--- config.mk ---
export PLATFORM = sky130hd
export DESIGN_NAME = mlp_argmax
export DESIGN_NICKNAME = d
export VERILOG_FILES = /design/src/rtl/mlp_pkg.sv /design/src/rtl/mlp_argmax.sv
export SDC_FILE = /design/constraint.sdc
export NUM_CORES = 1
export LEC_CHECK = 0
export BUFFER_PORTS_ARGS = -buffer_cell sky130_fd_sc_hd__buf_2
export CAP_MARGIN = 40
export CORE_ASPECT_RATIO = 1.5
export CORE_MARGIN = 2
export CORE_UTILIZATION = 45
export DETAILED_ROUTE_END_ITERATION = 8
export PLACE_DENSITY = 0.63
export SLEW_MARGIN = 20
export SYNTH_ARGS = -nofsm -noshare
export SYNTH_HDL_FRONTEND = slang
export SYNTH_SLANG_ARGS = --single-unit
--- constraint.sdc ---
create_clock -name clk -period 13.81 [get_ports clk]
set_clock_uncertainty 0.05 [all_clocks]
set_input_delay 0.6905 -clock clk [delete_from_list [all_inputs] [get_ports clk]]
set_output_delay 0.6905 -clock clk [all_outputs]
set_load 0.005 [all_outputs]
--- src/rtl/mlp_pkg.sv ---
// Shared fixed-point types, limits, FSM state encoding and saturating subtract
// for the MLP datapath and its argmax classification stage.
package mlp_pkg;

  localparam int unsigned FP_W = 16;

  typedef logic signed [FP_W-1:0] fp_t;

  localparam fp_t FP_MAX = 16'sh7FFF;
  localparam fp_t FP_MIN = 16'sh8000;

  typedef enum logic [1:0] {
    IDLE,
    SCAN,
    HOLD
  } state_e;

  // a - b clamped to [0, 2^(w-1)-1]; operands are w-bit values sign-extended
  // to 32 bits, so the difference never wraps for w <= 31.
  function automatic logic signed [31:0] sat_sub(input logic signed [31:0] a,
                                                 input logic signed [31:0] b,
                                                 input int unsigned       w);
    logic signed [31:0] diff;
    logic signed [31:0] lim;
    logic signed [31:0] res;
    diff = a - b;
    lim  = (32'sd1 <<< (w - 1)) - 32'sd1;
    if (diff > lim) begin
      res = lim;
    end else if (diff < 32'sd0) begin
      res = '0;
    end else begin
      res = diff;
    end
    return res;
  endfunction

endpackage

--- src/rtl/mlp_argmax.sv ---
// Sequential argmax over the MLP output scores: one class per cycle, reports
// winning index, winning score and saturated top-1/top-2 margin on valid/ready.
module mlp_argmax
  import mlp_pkg::*;
#(
  parameter int unsigned NUM_CLASSES   = 3,
  parameter int unsigned FP_TOTAL_BITS = 16,
  parameter int unsigned FP_FRAC_BITS  = 8,
  parameter int unsigned IDX_W         = (NUM_CLASSES > 1) ? $clog2(NUM_CLASSES) : 1
) (
  input  logic                            clk,
  input  logic                            reset,
  input  logic                            start,
  input  logic signed [FP_TOTAL_BITS-1:0] scores [NUM_CLASSES],
  output logic        [IDX_W-1:0]         class_idx,
  output logic signed [FP_TOTAL_BITS-1:0] max_score,
  output logic signed [FP_TOTAL_BITS-1:0] margin,
  output logic                            out_valid,
  input  logic                            out_ready,
  output logic                            busy,
  output logic                            overrun,
  input  logic                            clear_overrun
);

  // Integer/fraction split is irrelevant to compare and subtract; it only
  // locates the sign bit.
  localparam int unsigned SIGN_BIT = FP_FRAC_BITS + (FP_TOTAL_BITS - FP_FRAC_BITS) - 1;

  typedef logic signed [FP_TOTAL_BITS-1:0] score_t;

  localparam score_t           S_MIN = score_t'({1'b1, {SIGN_BIT{1'b0}}});
  localparam score_t           S_MAX = ~S_MIN;
  localparam logic [IDX_W-1:0] LAST  = IDX_W'(NUM_CLASSES - 1);

  state_e           state_q, state_d;
  score_t           copy_q [NUM_CLASSES];
  score_t           copy_d [NUM_CLASSES];
  score_t           best_q, best_d;
  score_t           second_q, second_d;
  logic [IDX_W-1:0] best_idx_q, best_idx_d;
  logic [IDX_W-1:0] i_q, i_d;
  logic [IDX_W-1:0] cls_q, cls_d;
  score_t           max_q, max_d;
  score_t           margin_q, margin_d;
  logic             overrun_q, overrun_d;

  score_t cand;
  logic   xfer;
  logic   accept;

  always_comb begin
    state_d    = state_q;
    copy_d     = copy_q;
    best_d     = best_q;
    second_d   = second_q;
    best_idx_d = best_idx_q;
    i_d        = i_q;
    cls_d      = cls_q;
    max_d      = max_q;
    margin_d   = margin_q;

    cand   = copy_q[i_q];
    xfer   = (state_q == HOLD) && out_ready;
    accept = start && ((state_q == IDLE) || xfer);

    unique case (state_q)
      IDLE: begin
      end
      SCAN: begin
        if (cand > best_q) begin
          second_d   = best_q;
          best_d     = cand;
          best_idx_d = i_q;
        end else if (cand > second_q) begin
          second_d = cand;
        end
        if (i_q == LAST) begin
          state_d  = HOLD;
          cls_d    = best_idx_d;
          max_d    = best_d;
          margin_d = score_t'(sat_sub(32'(best_d), 32'(second_d), FP_TOTAL_BITS));
        end else begin
          i_d = i_q + IDX_W'(1);
        end
      end
      HOLD: begin
        if (xfer) begin
          state_d = IDLE;
        end
      end
      default: state_d = IDLE;
    endcase

    // An accepted start overrides the HOLD->IDLE return, giving back-to-back.
    if (accept) begin
      copy_d     = scores;
      best_d     = scores[0];
      second_d   = S_MIN;
      best_idx_d = '0;
      i_d        = IDX_W'(1);
      if (NUM_CLASSES == 1) begin
        state_d  = HOLD;
        cls_d    = '0;
        max_d    = scores[0];
        margin_d = S_MAX;
      end else begin
        state_d = SCAN;
      end
    end

    overrun_d = (start && !accept) || (overrun_q && !clear_overrun);
  end

  always_ff @(posedge clk or posedge reset) begin
    if (reset) begin
      state_q    <= IDLE;
      copy_q     <= '{default: '0};
      best_q     <= '0;
      second_q   <= '0;
      best_idx_q <= '0;
      i_q        <= '0;
      cls_q      <= '0;
      max_q      <= '0;
      margin_q   <= '0;
      overrun_q  <= 1'b0;
    end else begin
      state_q    <= state_d;
      copy_q     <= copy_d;
      best_q     <= best_d;
      second_q   <= second_d;
      best_idx_q <= best_idx_d;
      i_q        <= i_d;
      cls_q      <= cls_d;
      max_q      <= max_d;
      margin_q   <= margin_d;
      overrun_q  <= overrun_d;
    end
  end

  assign out_valid = (state_q == HOLD);
  assign busy      = (state_q != IDLE);
  assign class_idx = cls_q;
  assign max_score = max_q;
  assign margin    = margin_q;
  assign overrun   = overrun_q;

endmodule

; Word-level counts from Yosys, hierarchy flattened
; Index checks and enable logic that the tools add are counted.
[totals]
register_bits = 121
output_inout_bits = 37
wordCells = 65
[op_classes]
addsub = 2
order_cmp = 5
n_eq_ne = 7
mux = 24
bitwise = 1
n_reduce_logical = 14
[op_table]
columns = cell, n
row1 = $mux 16, 13
row2 = $bmux 16 s2, 1
row3 = $gt 16x16->1, 2
row4 = $mux 2, 9
row5 = $gt 17x16->1 const B, 1
row6 = $lt 17x1->1 const B, 1
row7 = $sub 16x16->17, 1
row8 = $pmux 2 s3, 1
row9 = $eq 2x2->1 const B, 2
row10 = $logic_and 1x1->1, 4
row11 = $ne 2x2->1 const B, 2
row12 = $reduce_and 2->1, 2
row13 = $reduce_bool 2->1, 2
row14 = $ge 3x3->1 const B, 1
row15 = $ne 3x1->1 const B, 1
row16 = $ne 3x3->1 const B, 1
row17 = $not 2->3, 1
row18 = $reduce_and 3->1, 1
row19 = $add 2x1->2 const B, 1
row20 = $eq 2x1->1 const B, 1
row21 = $logic_not 1->1, 2
row22 = $logic_not 2->1, 1
row23 = $logic_or 1x1->1, 2

; Depth between registers and ports, before layout
[logic_depth]
word_depth = 12
depth_mapped = 33
ltp_nobuf = 25

; Worst setup path after synthesis
; No wires, ideal clock.
[synth_timing]
kind = register -> register
from = reg i_q[1]
to = reg margin_q[6] (netlist: margin[6])
setup_time_ns = 0.074
arrival_ns = 7.014
required_ns = 13.686
setup_slack_ns = 6.672
path_stages_with_launch = 32
n_path_buf = 9
period_less_slack_ns = 7.138
cell_sequence = dfrtp_1 -> clkbuf_1 -> buf_1 -> clkbuf_1 -> clkbuf_1 -> nor2_1 -> nand2_1 -> o21ai_0 -> ha_1 -> nand4_2 -> nor3_2 -> or3_4 -> or4_1 -> buf_2 -> nand3_2 -> buf_2 -> clkbuf_1 -> clkbuf_1 -> nand2_1 -> o21ai_0 -> ha_1 -> a21oi_1 -> nand2_1 -> a211oi_4 -> o21ai_0 -> a211oi_2 -> nor4_2 -> o21a_1 -> a311oi_4 -> buf_6 -> nor2_2 -> o21ai_2
[synth_via]
elab_chain_cells = 12
[synth_lines]
columns = element, line_no
row1 = "start, declared", mlp_argmax.sv:41  ; logic [IDX_W-1:0] i_q, i_d;
row2 = "start signal, assigned", mlp_argmax.sv:132  ; i_q <= i_d;
row3 = $not 2->3 (not written as such), mlp_argmax.sv:62  ; cand = copy_q[i_q];
row4 = $bmux 16 s2, mlp_argmax.sv:62
row5 = $mux 16 (not written as such) (2 in series), mlp_argmax.sv:62
row6 = $gt 16x16->1, mlp_argmax.sv:74  ; end else if (cand > second_q) begin
row7 = $mux 16, mlp_argmax.sv:74
row8 = $mux 16, mlp_argmax.sv:70  ; if (cand > best_q) begin
row9 = $mux 16, mlp_argmax.sv:66  ; unique case (state_q)
row10 = $sub 16x16->17, mlp_pkg.sv:26  ; diff = a - b;
row11 = $lt 17x1->1, mlp_pkg.sv:30  ; end else if (diff < 32'sd0) begin
row12 = $mux 16, mlp_pkg.sv:30
row13 = $mux 16, mlp_pkg.sv:28  ; if (diff > lim) begin
row14 = "end signal, assigned", mlp_argmax.sv:135  ; margin_q <= margin_d;
row15 = "end, declared", mlp_argmax.sv:44  ; score_t margin_q, margin_d;
; Several ways; a longest one is shown, not always the timed one. The select of a mux whose other input is x is not followed.
; A chain may end at the register's enable or synchronous reset.

; Worst setup path after layout
[layout_timing]
from = reg i_q[1]
to = reg margin_q[14] (netlist: margin[14])
; The elaborated chain is that of the path after synthesis.

==> results by group <==
Global routing
  • Largest net degree at the start of global routing: 65
  • Vias in the first global route: 6661
  • Initial antenna violation count: 0
  • First-pass GRT wire length: 34780 um
  • GRT overflow: 0
  • GRT Total Usage: 0.2328

Synthesis
  • Syn_area_per_cell: 8.222 um2
  • Sequential share of the synthesized area: 0.3844
  • Synth Register Bits: 121
  • Mapped Cells: 958
  • EDFF count, synth: 0
  • Synthesized cell area: 7876 um2
  • Yosys Warn Count: 0
  • Async set-or-reset flop fraction in the synthesized netlist: 1.000
  • Cell variety after synth: 78
  • Main flop type after synthesis: dfrtp_1
  • Mapped Nets: 1054

Cells and area
  • Layout Nets: 1120
  • Register area: 3028 um2
  • Footprint of the multi-input gates: 4390 um2
  • P&R area growth vs syn: 15.28%
  • Share of layout cells above drive strength 1: 0.1853
  • Fillers: 1715
  • ANT cells: 0

STA
  • Final Hold Vio Count: 0
  • Final setup viols: 0
  • Worst-Margin Slew: 0.7952 ns
  • Sum of negative setup slack: 0 ns
  • Final period util: 0.5084
  • RSZ-0062 raised after global routing: no
  • Fin crit period: 7.021 ns
  • Slew Limit Headroom: 0.4699
  • Max Clock Freq: 142.4 MHz
  • Max Transition Viols Final: 0

Drt
  • Drt total wl: 21130 um
  • Wire per inst: 16.92 um
  • Pre-antenna DRT Iters: 5
  • ANT nets after route: 0
  • Vias per cell: 5.556
  • Vias: 6940
  • Post-route DRC: 0
  • First DRT Iteration DRCs: 412

Clocking
  • Cts hold-fix bufs: 0
  • CTS H-tree depth: 4
  • Num CTS Buffers: 17
  • Worst-path clk slew: 0.06 ns
  • Clk buf depth: 2
  • Resized cells post-CTS: 0
  • CTS tree: yes
  • Root buf cell: clkbuf_16
  • Post-CTS Setup Bufs: 0
  • Clock sink count: 121
  • Worst-skew pair later-pin latency: 0.42 ns

Floorplan
  • Die Ht: 166.0 um
  • Die footprint: 18600 um2
  • I/O Pins: 90
  • Initial Utilization: 0.4560
  • Core Box Area: 17270 um2
  • Row Count: 59
  • Die width: 112.0 um

Critical path
  • Critical-path cell list: buf_4, mux2i_1, o22ai_1, ha_1, a21o_1, nand3_1, a2111oi_1, or4_1, nand3_2, buf_4, o21ai_0, ha_1, a21oi_1, nand2_1, a211oi_4, o21ai_0, a211oi_2, nor4_2, nor2_1, a311oi_4, buf_6, a2111oi_0, o21ai_1
  • WP data arrival: 7.27 ns
  • CP Buf/Inv Count: 3
  • Startpoint types: flip-flop
  • Max FO, Critical Path: 42
  • CP max stage cell: o22ai_1
  • Setup CP Type: flip-flop to flip-flop
  • CP endpoint kind: flip-flop
  • Worst EP required: 14.06 ns
  • Top delay family on crit path: compound AO/OA/AOI/OAI gates
  • Max stage delay on crit path: 0.64 ns

Placed design
  • Gpl congestion: 0.9398
  • Port Buffer Count: 89
  • Final HPWL DP: 15450 um

Run
  • Max-cap violations: 0

Outcome
  • Run status: finished clean

Min path
  • Hold Crit Class: input pin to asynchronous set/reset pin
flip-flops by register name, summed over array words and instances (netlist names):
signal	count
max_score	16
state_q	2
copy_q	48
second_q	16
best_idx_q	2
class_idx	2
margin	16
i_q	2
overrun	1
best_q	16
metal layers:
layer / wire length [um] / vias to the layer above / global-route usage
met5: 0 / - / 0
met2: 9814 / 185 / 0.3768
met3: 778 / 52 / 0.03029
li1: - / 3450 / -
met4: 843 / 0 / 0.1161
met1: 9696 / 3253 / 0.3070
per-stage QoR:
step	utilization	cell area [um2]	std cells	setup WS (ns)	hold slack, ns
6_report	0.5256	9080	1249	6.789	0.3008
3_5_place_dp	0.4928	8512	1216	6.557	0.4116
4_1_cts	0.5243	9057	1247	6.548	0.3364
3_3_place_gp	0.4875	8422	1212	6.390	0.4057
5_1_grt	0.5256	9080	1249	6.343	0.3505
2_1_floorplan	-	7876	958	6.672	0.3950
synthesized netlist by cell type, types with 3 or more instances:
cell | number | area (um2)
o21ai_1 | 9 | 45.04
dfrtp_1 | 121 | 3028
nor2_1 | 30 | 112.6
inv_1 | 57 | 214.0
o31ai_1 | 4 | 30.03
a22o_1 | 9 | 78.83
a222oi_1 | 4 | 40.04
nand4_1 | 17 | 106.4
a21o_1 | 10 | 75.07
nor2b_1 | 7 | 43.79
o211ai_1 | 19 | 142.6
nor3_1 | 8 | 40.04
o21ai_0 | 72 | 360.4
a31o_2 | 3 | 26.28
nand2b_1 | 4 | 25.02
nand3_2 | 3 | 30.03
nor2_2 | 10 | 62.56
buf_4 | 3 | 22.52
clkbuf_1 | 42 | 157.7
and3_1 | 5 | 31.28
nand2_1 | 259 | 972.2
or2_2 | 6 | 37.54
a21oi_1 | 35 | 175.2
or4_1 | 4 | 30.03
ha_1 | 42 | 525.5
nand3_1 | 25 | 125.1
o22ai_1 | 14 | 87.58
o21ai_2 | 12 | 105.1
and2_1 | 6 | 37.54
xnor2_1 | 11 | 96.34
nor4_1 | 5 | 31.28
buf_2 | 5 | 25.02
mux2i_1 | 31 | 310.3
buf_1 | 6 | 22.52
a31oi_1 | 4 | 25.02
path summary, 6_finish.rpt:
path	start	end	slack (ns)	cells after the start
max	i_q[1]	margin[14]	6.79	23
min	reset	copy_q[13]	0.30	2
max reg2reg	i_q[1]	margin[14]	6.79	23
min reg2reg	max_score[3]	max_score[3]	0.42	2
max in group asynchronous	reset	state_q[1]	12.37	4
min in group clk	scores[26]	copy_q[26]	0.40	3
worst reg2reg max path: stages (launching register included):
cell	delay (ns)
dfrtp_1	0.32
buf_4	0.39
mux2i_1	0.19
o22ai_1	0.64
ha_1	0.28
a21o_1	0.11
nand3_1	0.14
a2111oi_1	0.57
or4_1	0.35
nand3_2	0.42
buf_4	0.44
o21ai_0	0.40
ha_1	0.31
a21oi_1	0.23
nand2_1	0.13
a211oi_4	0.32
o21ai_0	0.16
a211oi_2	0.33
nor4_2	0.10
nor2_1	0.21
a311oi_4	0.13
buf_6	0.20
a2111oi_0	0.37
o21ai_1	0.11
kinds of logic (layout without fill, tap and decap cells):
| logic type | after synthesis | in the layout | share of synthesized area |
|---|---|---|---|
| mux | 32 | 32 | 0.04083 |
| fa+ha+maj | 45 | 45 | 0.07180 |
| xor+xnor | 13 | 13 | 0.01446 |
| flops | 121 | 121 | 0.3844 |
| compound gates | 231 | 231 | 0.2008 |
| buf+inv | 115 | 193 | 0.05894 |
| simple gates | 401 | 401 | 0.2288 |
placed cells by master, fill, tap and decap left out, drive strengths merged, types with 3 or more instances in the layout:
cell type  count
clkbuf        19
and2           6
mux2i         31
nand2        259
ha            42
a31o           4
o31ai          6
a222oi         4
a21oi         37
clkinv         5
nand3         28
o21ai         93
nor3           9
nor4           6
a31oi          4
o211ai        19
and3           5
nand2b         4
a21o          10
o22ai         14
nand4         19
or4            4
a22o           9
clkinvlp       4
inv           60
dfrtp        121
xnor2         11
or3            3
a311oi         3
nor2          41
or2            6
buf          105
a211oi         3
nor2b          7
final cells by class:
type,count,area share
multi-input cells,722,0.4835
flip-flops and latches,121,0.3335
clock buffers,19,0.04988
repair buffers,105,0.06973
inverters,57,0.02384
clock inverters,12,0.01020
well taps,213,0.02935
Power is not shown: default switching activity piles up to over one toggle a cycle in this logic, so the estimate is an artifact.
